`src/rtl/muldiv_seq_ctrl_if.sv`:
```
// Handshake and data bundle between the issue stage and the iterative
// multiply/divide sequencer. The issuing side uses the master modport and
// the sequencer uses the slave modport.
interface muldiv_seq_ctrl_if #(
    parameter int XLEN = 32
);
    logic            start_i;
    logic [2:0]      funct3_i;
    logic [XLEN-1:0] rs1_i;
    logic [XLEN-1:0] rs2_i;
    logic [4:0]      rd_i;
    logic            flush_i;
    logic            stall_o;
    logic            busy_o;
    logic            done_o;
    logic [XLEN-1:0] result_o;
    logic [4:0]      rd_o;

    modport master (
        output start_i, funct3_i, rs1_i, rs2_i, rd_i, flush_i,
        input  stall_o, busy_o, done_o, result_o, rd_o
    );

    modport slave (
        input  start_i, funct3_i, rs1_i, rs2_i, rd_i, flush_i,
        output stall_o, busy_o, done_o, result_o, rd_o
    );
endinterface

```
`src/rtl/muldiv_seq_ctrl.sv`:
```
// Iterative RV32M multiply/divide sequencer.
// Radix-2 shift-add multiply or restoring divide, one bit per cycle over
// XLEN cycles, followed by a sign-fix cycle and a one-cycle done pulse.
//
//  state  | meaning
//  -------+-----------------------------------------------------------
//  IDLE   | waiting for start; operands captured on acceptance
//  CALC   | one multiply/divide iteration per cycle, cnt counts down
//  FIX    | sign correction and result select, result registered
//  DONE   | done_o pulse, result_o/rd_o valid, stall released
module muldiv_seq_ctrl #(
    parameter int XLEN      = 32,
    parameter bit EARLY_OUT = 1'b1
) (
    input  logic              clk_i,
    input  logic              rst_n_i,
    muldiv_seq_ctrl_if.slave  bus
);
    localparam int CW = $clog2(XLEN);

    localparam logic [1:0] S_IDLE = 2'd0;
    localparam logic [1:0] S_CALC = 2'd1;
    localparam logic [1:0] S_FIX  = 2'd2;
    localparam logic [1:0] S_DONE = 2'd3;

    localparam logic [2:0] F_MUL    = 3'b000;
    localparam logic [2:0] F_MULH   = 3'b001;
    localparam logic [2:0] F_MULHSU = 3'b010;
    localparam logic [2:0] F_MULHU  = 3'b011;

    localparam logic [XLEN-1:0] INT_MIN = {1'b1, {(XLEN-1){1'b0}}};

    logic [1:0]        state_q, state_d;
    logic [CW-1:0]     cnt_q, cnt_d;
    logic [2:0]        op_q, op_d;
    logic [XLEN-1:0]   addend_q, addend_d;   // multiplicand or divisor magnitude
    logic [2*XLEN-1:0] acc_q, acc_d;         // product, or dividend/quotient in low half
    logic [XLEN-1:0]   rem_q, rem_d;
    logic              sign_a_q, sign_a_d;
    logic              sign_b_q, sign_b_d;
    logic              special_q, special_d;
    logic [XLEN-1:0]   spec_res_q, spec_res_d;
    logic [4:0]        rd_cap_q, rd_cap_d;
    logic [XLEN-1:0]   result_q, result_d;
    logic [4:0]        rd_q, rd_d;

    // Operand decode at capture: signedness, magnitudes and special-case results.
    logic            in_is_div, in_a_signed, in_b_signed, in_sa, in_sb;
    logic            in_div0, in_ovf, in_special;
    logic [XLEN-1:0] in_mag_a, in_mag_b, in_spec_res;

    always_comb begin
        in_is_div   = bus.funct3_i[2];
        in_a_signed = in_is_div ? ~bus.funct3_i[0] : (bus.funct3_i != F_MULHU);
        in_b_signed = in_is_div ? ~bus.funct3_i[0]
                                : (bus.funct3_i == F_MUL || bus.funct3_i == F_MULH);
        in_sa       = in_a_signed & bus.rs1_i[XLEN-1];
        in_sb       = in_b_signed & bus.rs2_i[XLEN-1];
        in_mag_a    = in_sa ? -bus.rs1_i : bus.rs1_i;
        in_mag_b    = in_sb ? -bus.rs2_i : bus.rs2_i;
        in_div0     = in_is_div && (bus.rs2_i == '0);
        in_ovf      = in_is_div && ~bus.funct3_i[0]
                      && (bus.rs1_i == INT_MIN) && (bus.rs2_i == '1);
        in_special  = in_div0 | in_ovf;
        // funct3[1] separates REM/REMU from DIV/DIVU
        if (in_div0)
            in_spec_res = bus.funct3_i[1] ? bus.rs1_i : '1;
        else
            in_spec_res = bus.funct3_i[1] ? '0 : bus.rs1_i;
    end

    // One iteration of each datapath plus the sign-fixed result.
    logic [XLEN:0]     mul_sum, div_shift, div_diff;
    logic [2*XLEN-1:0] prod_fix;
    logic [XLEN-1:0]   quo_fix, rem_fix, fix_res;

    always_comb begin
        mul_sum   = {1'b0, acc_q[2*XLEN-1:XLEN]}
                    + (acc_q[0] ? {1'b0, addend_q} : '0);
        div_shift = {rem_q, acc_q[XLEN-1]};
        div_diff  = div_shift - {1'b0, addend_q};
        prod_fix  = (sign_a_q ^ sign_b_q) ? -acc_q : acc_q;
        quo_fix   = (sign_a_q ^ sign_b_q) ? -acc_q[XLEN-1:0] : acc_q[XLEN-1:0];
        rem_fix   = sign_a_q ? -rem_q : rem_q;
        if (special_q)
            fix_res = spec_res_q;
        else if (op_q[2])
            fix_res = op_q[1] ? rem_fix : quo_fix;
        else if (op_q == F_MUL)
            fix_res = prod_fix[XLEN-1:0];
        else
            fix_res = prod_fix[2*XLEN-1:XLEN];
    end

    // Sequencer next-state and register updates.
    always_comb begin
        state_d    = state_q;
        cnt_d      = cnt_q;
        op_d       = op_q;
        addend_d   = addend_q;
        acc_d      = acc_q;
        rem_d      = rem_q;
        sign_a_d   = sign_a_q;
        sign_b_d   = sign_b_q;
        special_d  = special_q;
        spec_res_d = spec_res_q;
        rd_cap_d   = rd_cap_q;
        result_d   = result_q;
        rd_d       = rd_q;
        case (state_q)
            S_IDLE: begin
                if (bus.start_i && !bus.flush_i) begin
                    op_d       = bus.funct3_i;
                    sign_a_d   = in_sa;
                    sign_b_d   = in_sb;
                    special_d  = in_special;
                    spec_res_d = in_spec_res;
                    rd_cap_d   = bus.rd_i;
                    cnt_d      = CW'(XLEN - 1);
                    rem_d      = '0;
                    if (in_is_div) begin
                        addend_d = in_mag_b;
                        acc_d    = {{XLEN{1'b0}}, in_mag_a};
                    end else begin
                        addend_d = in_mag_a;
                        acc_d    = {{XLEN{1'b0}}, in_mag_b};
                    end
                    if (EARLY_OUT && in_special) begin
                        state_d  = S_DONE;
                        result_d = in_spec_res;
                        rd_d     = bus.rd_i;
                    end else begin
                        state_d  = S_CALC;
                    end
                end
            end
            S_CALC: begin
                if (bus.flush_i) begin
                    state_d = S_IDLE;
                end else begin
                    if (op_q[2]) begin
                        if (!div_diff[XLEN]) begin
                            rem_d             = div_diff[XLEN-1:0];
                            acc_d[XLEN-1:0]   = {acc_q[XLEN-2:0], 1'b1};
                        end else begin
                            rem_d             = div_shift[XLEN-1:0];
                            acc_d[XLEN-1:0]   = {acc_q[XLEN-2:0], 1'b0};
                        end
                    end else begin
                        acc_d = {mul_sum, acc_q[XLEN-1:1]};
                    end
                    if (cnt_q == '0)
                        state_d = S_FIX;
                    else
                        cnt_d = cnt_q - CW'(1);
                end
            end
            S_FIX: begin
                if (bus.flush_i) begin
                    state_d = S_IDLE;
                end else begin
                    state_d  = S_DONE;
                    result_d = fix_res;
                    rd_d     = rd_cap_q;
                end
            end
            default: begin
                state_d = S_IDLE;
            end
        endcase
    end

    // State and datapath registers with synchronous active-low reset.
    always_ff @(posedge clk_i) begin
        if (!rst_n_i) begin
            state_q    <= S_IDLE;
            cnt_q      <= '0;
            op_q       <= '0;
            addend_q   <= '0;
            acc_q      <= '0;
            rem_q      <= '0;
            sign_a_q   <= 1'b0;
            sign_b_q   <= 1'b0;
            special_q  <= 1'b0;
            spec_res_q <= '0;
            rd_cap_q   <= '0;
            result_q   <= '0;
            rd_q       <= '0;
        end else begin
            state_q    <= state_d;
            cnt_q      <= cnt_d;
            op_q       <= op_d;
            addend_q   <= addend_d;
            acc_q      <= acc_d;
            rem_q      <= rem_d;
            sign_a_q   <= sign_a_d;
            sign_b_q   <= sign_b_d;
            special_q  <= special_d;
            spec_res_q <= spec_res_d;
            rd_cap_q   <= rd_cap_d;
            result_q   <= result_d;
            rd_q       <= rd_d;
        end
    end

    // Stall covers the accepting cycle so the issuing stage holds immediately.
    always_comb begin
        bus.stall_o  = ((state_q == S_IDLE) && bus.start_i && !bus.flush_i)
                       || (state_q == S_CALC) || (state_q == S_FIX);
        bus.busy_o   = (state_q != S_IDLE);
        bus.done_o   = (state_q == S_DONE);
        bus.result_o = result_q;
        bus.rd_o     = rd_q;
    end
endmodule

```
`src/flat_wrapper.sv`:
```
// flat-port wrapper written by rule: the top's interface ports become plain ports
module muldiv_seq_ctrl_flat 
#(
    parameter int XLEN      = 32,
    parameter bit EARLY_OUT = 1'b1
)
  (clk_i, rst_n_i, bus_start_i, bus_funct3_i, bus_rs1_i, bus_rs2_i, bus_rd_i, bus_flush_i, bus_stall_o, bus_busy_o, bus_done_o, bus_result_o, bus_rd_o);
  muldiv_seq_ctrl_if #(.XLEN(XLEN)) bus_i ();
  input  logic clk_i;
  input  logic rst_n_i;
  input wire logic [$bits(bus_i.start_i)-1:0] bus_start_i;
  input wire logic [$bits(bus_i.funct3_i)-1:0] bus_funct3_i;
  input wire logic [$bits(bus_i.rs1_i)-1:0] bus_rs1_i;
  input wire logic [$bits(bus_i.rs2_i)-1:0] bus_rs2_i;
  input wire logic [$bits(bus_i.rd_i)-1:0] bus_rd_i;
  input wire logic [$bits(bus_i.flush_i)-1:0] bus_flush_i;
  output wire logic [$bits(bus_i.stall_o)-1:0] bus_stall_o;
  output wire logic [$bits(bus_i.busy_o)-1:0] bus_busy_o;
  output wire logic [$bits(bus_i.done_o)-1:0] bus_done_o;
  output wire logic [$bits(bus_i.result_o)-1:0] bus_result_o;
  output wire logic [$bits(bus_i.rd_o)-1:0] bus_rd_o;
  assign bus_i.start_i = bus_start_i;
  assign bus_i.funct3_i = bus_funct3_i;
  assign bus_i.rs1_i = bus_rs1_i;
  assign bus_i.rs2_i = bus_rs2_i;
  assign bus_i.rd_i = bus_rd_i;
  assign bus_i.flush_i = bus_flush_i;
  assign bus_stall_o = bus_i.stall_o;
  assign bus_busy_o = bus_i.busy_o;
  assign bus_done_o = bus_i.done_o;
  assign bus_result_o = bus_i.result_o;
  assign bus_rd_o = bus_i.rd_o;
  muldiv_seq_ctrl #(.XLEN(XLEN), .EARLY_OUT(EARLY_OUT)) u_core (.clk_i(clk_i), .rst_n_i(rst_n_i), .bus(bus_i));
endmodule
```
`config.mk`:
```
export PLATFORM = sky130hd
export DESIGN_NAME = muldiv_seq_ctrl_flat
export DESIGN_NICKNAME = d
export VERILOG_FILES = /design/src/rtl/muldiv_seq_ctrl_if.sv /design/src/rtl/muldiv_seq_ctrl.sv /design/src/flat_wrapper.sv
export SDC_FILE = /design/constraint.sdc
export NUM_CORES = 1
export LEC_CHECK = 0
export CORE_ASPECT_RATIO = 1.5
export CORE_MARGIN = 2
export CORE_UTILIZATION = 61
export DETAILED_ROUTE_END_ITERATION = 16
export PLACE_DENSITY = 0.87
export SLEW_MARGIN = 20
export SYNTH_ARGS = -nofsm -noshare
export SYNTH_HDL_FRONTEND = slang
export SYNTH_SLANG_ARGS = --single-unit
```
`constraint.sdc`:
```
create_clock -name clk_i -period 4.6 [get_ports clk_i]
set_clock_uncertainty 0.15 [all_clocks]
set_input_delay 0.69 -clock clk_i [delete_from_list [all_inputs] [get_ports clk_i]]
set_output_delay 0.69 -clock clk_i [all_outputs]
set_load 0.05 [all_outputs]
```
## After elaboration in Yosys (flattened, before gate mapping)

Cells that the tools add are included.

| operators by class | value |
|---|---|
| mux-type cells | 46 |
| reduce and logical (&&, ||, !) cells | 26 |
| add/subtract/negate cells | 8 |
| bitwise gates (word level) | 5 |
| eq/ne operators | 15 |

Operators with widths:

| operator | number |
|---|---|
| $mux W32 | 23 |
| $mux W64 | 3 |
| $neg A32 Y32 | 4 |
| $pmux W32 S2 | 2 |
| $pmux W64 S2 | 1 |
| $eq A32 B32 Y1 const B | 2 |
| $neg A64 Y64 | 1 |
| $add A32 B33 Y33 | 1 |
| $sub A33 B32 Y33 | 1 |
| $logic_not A32 Y1 | 1 |
| $mux W5 | 6 |
| $pmux W5 S2 | 2 |
| $reduce_and A4 Y1 | 4 |
| $mux W2 | 5 |
| $ne A2 B2 Y1 const B | 4 |
| $logic_and A1 B1 Y1 | 7 |
| $logic_not A3 Y1 | 2 |
| $ne A2 B1 Y1 const B | 3 |
| $ne A3 B2 Y1 const B | 2 |
| $pmux W2 S3 | 1 |
| $reduce_bool A2 Y1 | 3 |
| $logic_not A5 Y1 | 1 |
| $sub A5 B1 Y5 const B | 1 |
| $eq A2 B2 Y1 const B | 2 |
| other kinds (12) | 18 |

| word-level totals | value |
|---|---|
| bits in registers | 215 |
| word-level logic and storage cells | 114 |
| output and inout bits | 40 |
| input port bits | 76 |

## Depth between registers and ports, before layout

Gate-level depths: netlist of run 1.

| logic depth | value |
|---|---|
| word-level depth | 8 |
| depth in mapped cells | 14 |
| depth with buffers taken out | 13 |

## Worst setup path before layout of run 1

No wires, ideal clock.

| timing path | value |
|---|---|
| path kind | flip-flop to flip-flop |
| start point | reg u_core.acc_q[31] |
| end point | reg u_core.rem_q[29] |
| arrival | 3.546 ns |
| required time | 4.328 ns |
| cell stages (with the launch flop) | 15 |
| library setup time | 0.122 ns |
| period minus slack after synthesis | 3.818 ns |
| buffers on the path | 2 |
| path slack | 0.782 ns |
| cells stage by stage | dfxtp_1 inv_1 ha_1 fa_1 nand2b_1 a21oi_1 o21ai_1 o311ai_0 a2111oi_1 or4_1 o2111ai_1 buf_2 buf_2 nor2_1 a221o_1 |

| between the ends | value |
|---|---|
| cells in the longest elaborated chain, start to end | 5 |

Ends and longest elaborated chain:

| element | RTL line | source |
|---|---|---|
| from (decl) | muldiv_seq_ctrl.sv:37 | `logic [2*XLEN-1:0] acc_q, acc_d;` |
| from (signal assigned) | muldiv_seq_ctrl.sv:180 | `acc_q <= '0;` |
| from (signal assigned) | muldiv_seq_ctrl.sv:194 | `acc_q <= acc_d;` |
| $sub A33 B32 Y33 | muldiv_seq_ctrl.sv:81 | `div_diff = div_shift - {1'b0, addend_q};` |
| $mux W32 | muldiv_seq_ctrl.sv:142 | `if (!div_diff[XLEN]) begin` |
| $mux W32 | muldiv_seq_ctrl.sv:141 | `if (op_q[2]) begin` |
| $mux W32 | muldiv_seq_ctrl.sv:138 | `if (bus.flush_i) begin` |
| $pmux W32 S2 | muldiv_seq_ctrl.sv:110 | `case (state_q)` |
| to (signal assigned) | muldiv_seq_ctrl.sv:195 | `rem_q <= rem_d;` |
| to (decl) | muldiv_seq_ctrl.sv:38 | `logic [XLEN-1:0] rem_q, rem_d;` |

No other way between the ends. The select of a mux whose other input is x is not followed.
A chain may end at the register's enable or synchronous reset.

## Worst setup path in the final report of run 1

| timing path | value |
|---|---|
| start point | reg u_core.rem_q[16] |
| end point | reg u_core.result_q[31] (netlist: u_core.bus.result_o[31]) |

| between the ends | value |
|---|---|
| cells in the longest elaborated chain, start to end | 7 |

Ends and longest elaborated chain:

| element | RTL line | source |
|---|---|---|
| $neg A32 Y32 | muldiv_seq_ctrl.sv:84 | `rem_fix = sign_a_q ? -rem_q : rem_q;` |
| $mux W32 | muldiv_seq_ctrl.sv:84 |  |
| $mux W32 | muldiv_seq_ctrl.sv:88 | `fix_res = op_q[1] ? rem_fix : quo_fix;` |
| $mux W32 | muldiv_seq_ctrl.sv:87 | `else if (op_q[2])` |
| $mux W32 | muldiv_seq_ctrl.sv:85 | `if (special_q)` |
| $mux W32 | muldiv_seq_ctrl.sv:159 | `if (bus.flush_i) begin` |
| $pmux W32 S2 | muldiv_seq_ctrl.sv:110 |  |
| to (signal assigned) | muldiv_seq_ctrl.sv:201 | `result_q <= result_d;` |
| to (decl) | muldiv_seq_ctrl.sv:44 | `logic [XLEN-1:0] result_q, result_d;` |

No other way between the ends. The select of a mux whose other input is x is not followed.

==> impl_metrics.tcl, run 1 <==
set metrics [dict create \
    outcome "finished, final reports clean" \
    dpl_worst_slack_ns 0.1505 \
    switching_share_pct 34.78 \
    pwr-share-comb_pct 26.9 \
    synthFlopType "dfxtp_1" \
    p_per_area_mw_per_mm2 276.6 \
    ff2ff_setup_slack_ns 0.17 \
    clock_latency_ns 0.58 \
    r2r-end "u_core.bus.result_o[31]" \
    setup_ws_ns 0.1695 \
    cp-startpoint "u_core.rem_q[16]" \
    grt-ovfl-total 0 \
    pwr-share-seq_pct 36.9 \
    dieHeight_um 211.7 \
    drive_gt1_share_pct 6.445 \
    rows 76 \
    worstReg2RegStart "u_core.rem_q[16]" \
    vias 19670 \
    ir_worst_vdd_v 0.0003023 \
    power_leakage_nw 7.395 \
    path_class "reg2reg" \
    die_x_um 142.5 \
    synth_most_common_cell "nand2_1" \
    drt_iter0_drc 2318 \
    worst_slew_pin_slew_ns 1.072 \
    synth_common_cells "nand2_1 (282), nor2_1 (233), a21oi_1 (216), dfxtp_1 (215), o21ai_0 (212)" \
    wirelength_mm 71.96 \
    instances_no_fill 2820 \
    fin_area_mm2 0.01980 \
    firstDrtPassIters 8 \
    cts_resized 0 \
    nFillCells 2419 \
    syn_inst 2413 \
    synth_nets 2562 \
    cp-endpoint "u_core.bus.result_o[31]" \
    post-route-util_pct 69.42 \
    drc 0 \
    crit_path_frequent_cell "o21ai_0" \
    synth_seq_area_share_pct 24.53 \
    start_util_pct 61.51 \
    dp_hpwl_mm 54.05 \
    slew_headroom_pct 27.61 \
    wl_per_cell_um 25.52 \
    htree_levels 1 \
    cts_made_buffers 23 \
    grt_max_degree 80 \
    clk_pin_slew_ns 0.07 \
    antenna_found_initial 4 \
    fin_setup_tns_ns 0 \
    path_max_fanout 7 \
    drv_cap 0 \
    yosys.area.top_type "dfxtp_1" \
    hold_class "reg2reg" \
    place_area_mm2 0.01901 \
    ys_ff_latch 215 \
    intPower_mw 3.572 \
    cp_top_family "compound AO/OA/AOI/OAI gates" \
    grt_pass1_wl_mm 107.3 \
    area_delta_synth_final_pct 12.86 \
    reg2regPathDepth 9 \
    p_total_mw 5.477 \
    cts.sinks 215 \
    setup.worst_path.start_class "flop" \
    synth_area_leaders "dfxtp_1 (25%), a21oi_1 (6.2%), o21ai_0 (6.0%), nand2_1 (6.0%), xnor2_1 (5.7%)" \
    grt_use_total_pct 46.57 \
    cpMaxStageDelayCell "a221oi_1" \
    period_share_pct 96.32 \
    numPortBuffers 115 \
    syn-cell-area_mm2 0.01755 \
    io_pins 116 \
    synth_cell_types 91 \
    yosysTopAreaCellShare_pct 24.53 \
    slew_violations 0 \
    ant_nets 0 \
    coreArea_mm2 0.02853 \
    critical_path_depth 9 \
    cts_buffer_depth 3 \
    postCtsSetupRepairBufs 0 \
    rsz0062_at_grt "false" \
    cts_tree "done" \
    hold_buffers 0 \
    hold_slack_ns 0.3044 \
    finalHoldViolations 0 \
    gp_congestion 1.110 \
    end_kind "flop" \
    yosysWarnings 0 \
    critPathBufInv 0 \
    min_delay_path_depth 2 \
    cp_cell_sequence "or3_1 > or4_1 > or4_1 > o21ai_0 > xnor2_1 > a221oi_1 > o21ai_0 > o21ai_0 > o22ai_1" \
    finalCriticalPeriod_ns 4.431 \
    synth_edf_count 0 \
    grt_pass1_vias 18600 \
    via_per_inst 6.974 \
    crit_required_ns 4.89 \
    design.die.area_mm2 0.03017 \
    nets 2600 \
    avgSynthCellArea_um2 7.272 \
    placed_cells 2777 \
    pwr-share-clk_pct 36.2 \
    critPathArrivalTime_ns 4.72 \
    setup-violations-final 0 \
    synthArstFlopShare_pct 0 \
    power_switching_mw 1.905 \
    timing.fmax_mhz 225.7 \
    clock-root-buffer "clkbuf_16" \
    slowest_delay_ns 0.87 \
]
==> power by group through the flow <==
stage                     Clock, mW  Sequential [mW]  Combinational, mW
after floorplan                   0             2.03              0.904
after global placement            0             2.05               1.38
after detailed placement          0             2.06               1.40
after CTS                      1.98             2.02               1.41
after global routing           2.06             2.03               1.55
final                          1.98             2.02               1.47
==> state kept, by name (all words and copies together) (netlist names), 5 cells and up <==
signal and count:
u_core.cnt_q 5, u_core.rd_cap_q 5, u_core.bus.result_o 32, u_core.acc_q 64, u_core.addend_q 32, u_core.spec_res_q 32, u_core.rem_q 32, u_core.bus.rd_o 5
==> final cells by class <==
cell class / instances / area [um2] / share of cell area, %
inverters: 91 / 342.8 / 1.731
diodes: 2 / 5.005 / 0.02527
clock buffers: 31 / 655.6 / 3.311
clock inverters: 10 / 131.4 / 0.6634
flip-flops and latches: 215 / 4305 / 21.74
repair buffers: 173 / 1589 / 8.024
multi-input cells: 1947 / 12330 / 62.29
well taps: 351 / 439.2 / 2.218
==> layout by cell type, fill, tap and decap left out, drive strengths merged, types with 31 or more instances in the layout <==
master,synthesis,layout
clkdlybuf4s50,0,113
nand2,282,282
mux2i,61,61
o31ai,36,36
a211oi,40,40
buf,28,60
o21ai,215,215
xor2,80,80
nand3,42,42
nor2,233,233
a21oi,217,217
dfxtp,215,215
nor3,68,68
clkbuf,132,31
ha,71,71
o211ai,40,40
a31oi,32,32
inv,90,91
xnor2,114,114
==> tightest hold or removal path, cell delays in order, from the launching register on <==
cell and delay, ns:
dfxtp_1 0.31, nand2_1 0.05, a21oi_1 0.05
==> metal layers <==
layer / GRT usage [%] / vias up / routed length, um
met5: 0 / - / 13
met4: 40.66 / 2 / 7878
met3: 12.24 / 431 / 7145
met2: 76.64 / 1278 / 32630
met1: 48.70 / 9126 / 24290
li1: - / 8829 / -
==> how the worst min path moves through the flow <==
stage	startpoint	end	slack, ns
detailed placement	u_core.spec_res_q[27]	u_core.spec_res_q[27]	0.29
global placement	u_core.spec_res_q[13]	u_core.spec_res_q[13]	0.29
finish	u_core.addend_q[10]	u_core.addend_q[10]	0.30
global route	u_core.spec_res_q[22]	u_core.spec_res_q[22]	0.32
floorplan	u_core.addend_q[16]	u_core.addend_q[16]	0.28
CTS	u_core.spec_res_q[27]	u_core.spec_res_q[27]	0.30
==> kinds of logic after synthesis <==
logic type	Yosys count	synth area share, %
compound gates	786	28.55
xor+xnor	194	9.683
fa+ha+maj	92	6.375
buf+inv	251	5.512
flops	215	24.53
mux	66	3.801
simple gates	809	21.55
No activity file was read; power rests on OpenSTA's default activity.
==> run 2: changes to the inputs <==
--- a/config.mk
+++ b/config.mk
@@ -5,11 +5,13 @@
 export SDC_FILE = /design/constraint.sdc
 export NUM_CORES = 1
 export LEC_CHECK = 0
+export ABC_CLOCK_PERIOD_IN_PS = 4600
 export CORE_ASPECT_RATIO = 1.5
 export CORE_MARGIN = 2
 export CORE_UTILIZATION = 61
 export DETAILED_ROUTE_END_ITERATION = 16
 export PLACE_DENSITY = 0.87
+export SETUP_SLACK_MARGIN = 0.15
 export SLEW_MARGIN = 20
 export SYNTH_ARGS = -nofsm -noshare
 export SYNTH_HDL_FRONTEND = slang
==> impl_metrics.tcl, run 2 (synthesis gave the netlist of run 1 again) <==
set metrics [dict create \
    vias 19570 \
    drc 0 \
    p_per_area_mw_per_mm2 276.5 \
    clk_pin_slew_ns 0.07 \
    grt_pass1_wl_mm 107.3 \
    grt-ovfl-total 0 \
    firstDrtPassIters 9 \
    worst_slew_pin_slew_ns 1.049 \
    numPortBuffers 115 \
    finalCriticalPeriod_ns 4.197 \
    path_class "reg2reg" \
    ir_worst_vdd_v 0.0003021 \
    outcome "finished, final reports clean" \
    period_share_pct 91.25 \
    drt_iter0_drc 2405 \
    setup-violations-final 0 \
    gp_congestion 1.110 \
    largest_reg_flops 64 \
    final_common_cell "nand2_1" \
    fin_setup_tns_ns 0 \
    drv_cap 0 \
    htree_levels 1 \
    postCtsSetupRepairBufs 0 \
    crit_required_ns 4.87 \
    coreArea_mm2 0.02853 \
    post-route-util_pct 69.47 \
    cts.sinks 215 \
    critPathArrivalTime_ns 4.47 \
    ant_nets 0 \
    area_delta_synth_final_pct 12.94 \
    grt_pass1_vias 18600 \
    via_per_inst 6.937 \
    grt_use_total_pct 46.57 \
    wl_per_cell_um 25.47 \
    drive_gt1_share_pct 6.526 \
    dieHeight_um 211.7 \
    start_util_pct 61.51 \
    io_pins 116 \
    final_cell_mix "nand2_1 (281), nor2_1 (233), a21oi_1 (215)" \
    slew_violations 0 \
    end_kind "flop" \
    die_x_um 142.5 \
    timing.fmax_mhz 238.2 \
    power_leakage_nw 7.401 \
    top_register "u_core.acc_q" \
    clock_latency_ns 0.58 \
    hold_slack_ns 0.3042 \
    setup.worst_path.start_class "flop" \
    finalHoldViolations 0 \
    rsz0062_at_grt "false" \
    antenna_found_initial 4 \
    hold_class "reg2reg" \
    slew_headroom_pct 29.17 \
    cts_made_buffers 23 \
    wirelength_mm 71.86 \
    grt_max_degree 80 \
    cts_tree "done" \
    path_max_fanout 9 \
    rows 76 \
    nets 2600 \
    design.die.area_mm2 0.03017 \
    cts_buffer_depth 3 \
    dp_hpwl_mm 54.05 \
    clock-root-buffer "clkbuf_16" \
]
## run 2: metrics by stage
step	area [um2]	worst slack, ns	total power, mW	cells
global route	19810	0.1698	5.632	2818
finish	19820	0.4026	5.480	2821
CTS	19800	0.3410	5.403	2818
floorplan	17550	0.7817	2.931	2413
detailed placement	19010	0.1505	3.456	2777
global placement	19010	0.2896	3.431	2777
## run 2: critical path, cell delays in order (launching register included)
cell and delay, ns:
dfxtp_1 0.51, inv_1 0.11, ha_1 0.25, fa_1 0.40, nand2b_1 0.21, a21oi_1 0.22, o21ai_1 0.20, o311ai_0 0.36
buf_4 0.20, a2111oi_2 0.10, or4_1 0.54, o2111ai_4 0.21, buf_4 0.28, mux2i_1 0.20, o21ai_0 0.09
## run 2: final cells by class
type | count | area, um2
Fill cell | 2413 | 8710
Antenna cell | 3 | 7.507
Inverter | 91 | 342.8
Multi-Input combinational cell | 1947 | 12350
Tap cell | 351 | 439.2
Timing Repair Buffer | 173 | 1589
Clock buffer | 31 | 655.6
Sequential cell | 215 | 4305
Clock inverter | 10 | 131.4
## run 2: routing by layer
layer,vias to the layer above,share of wire [%],global-route usage (%)
li1,8831,-,-
met1,9056,34,48.70
met2,1277,46,76.64
met3,402,9.8,12.24
met4,2,10,40.66
met5,-,0.018,0
## run 2: repair_timing
action / CTS / global route
setup endpoints to repair: 0 / 13
hold buffers: 0 / 0
gates resized for setup: 0 / 3
## run 2: path summary, 6_finish.rpt
check / start / endpoint / slack, ns / depth (start not counted)
worst max register to register: u_core.acc_q[31] / u_core.rem_q[6] / 0.40 / 14
worst max-delay path: u_core.acc_q[31] / u_core.rem_q[6] / 0.40 / 14
worst min-delay path: u_core.spec_res_q[27] / u_core.spec_res_q[27] / 0.30 / 2
worst min register to register: u_core.spec_res_q[27] / u_core.spec_res_q[27] / 0.30 / 2
## run 2: power by group
part / switching, mW / internal [mW] / total, mW / leakage [nW]
clock: 0.861 / 1.12 / 1.99 / 0.382
combinational: 0.956 / 0.515 / 1.47 / 5.27
sequential: 0.0892 / 1.93 / 2.02 / 1.75
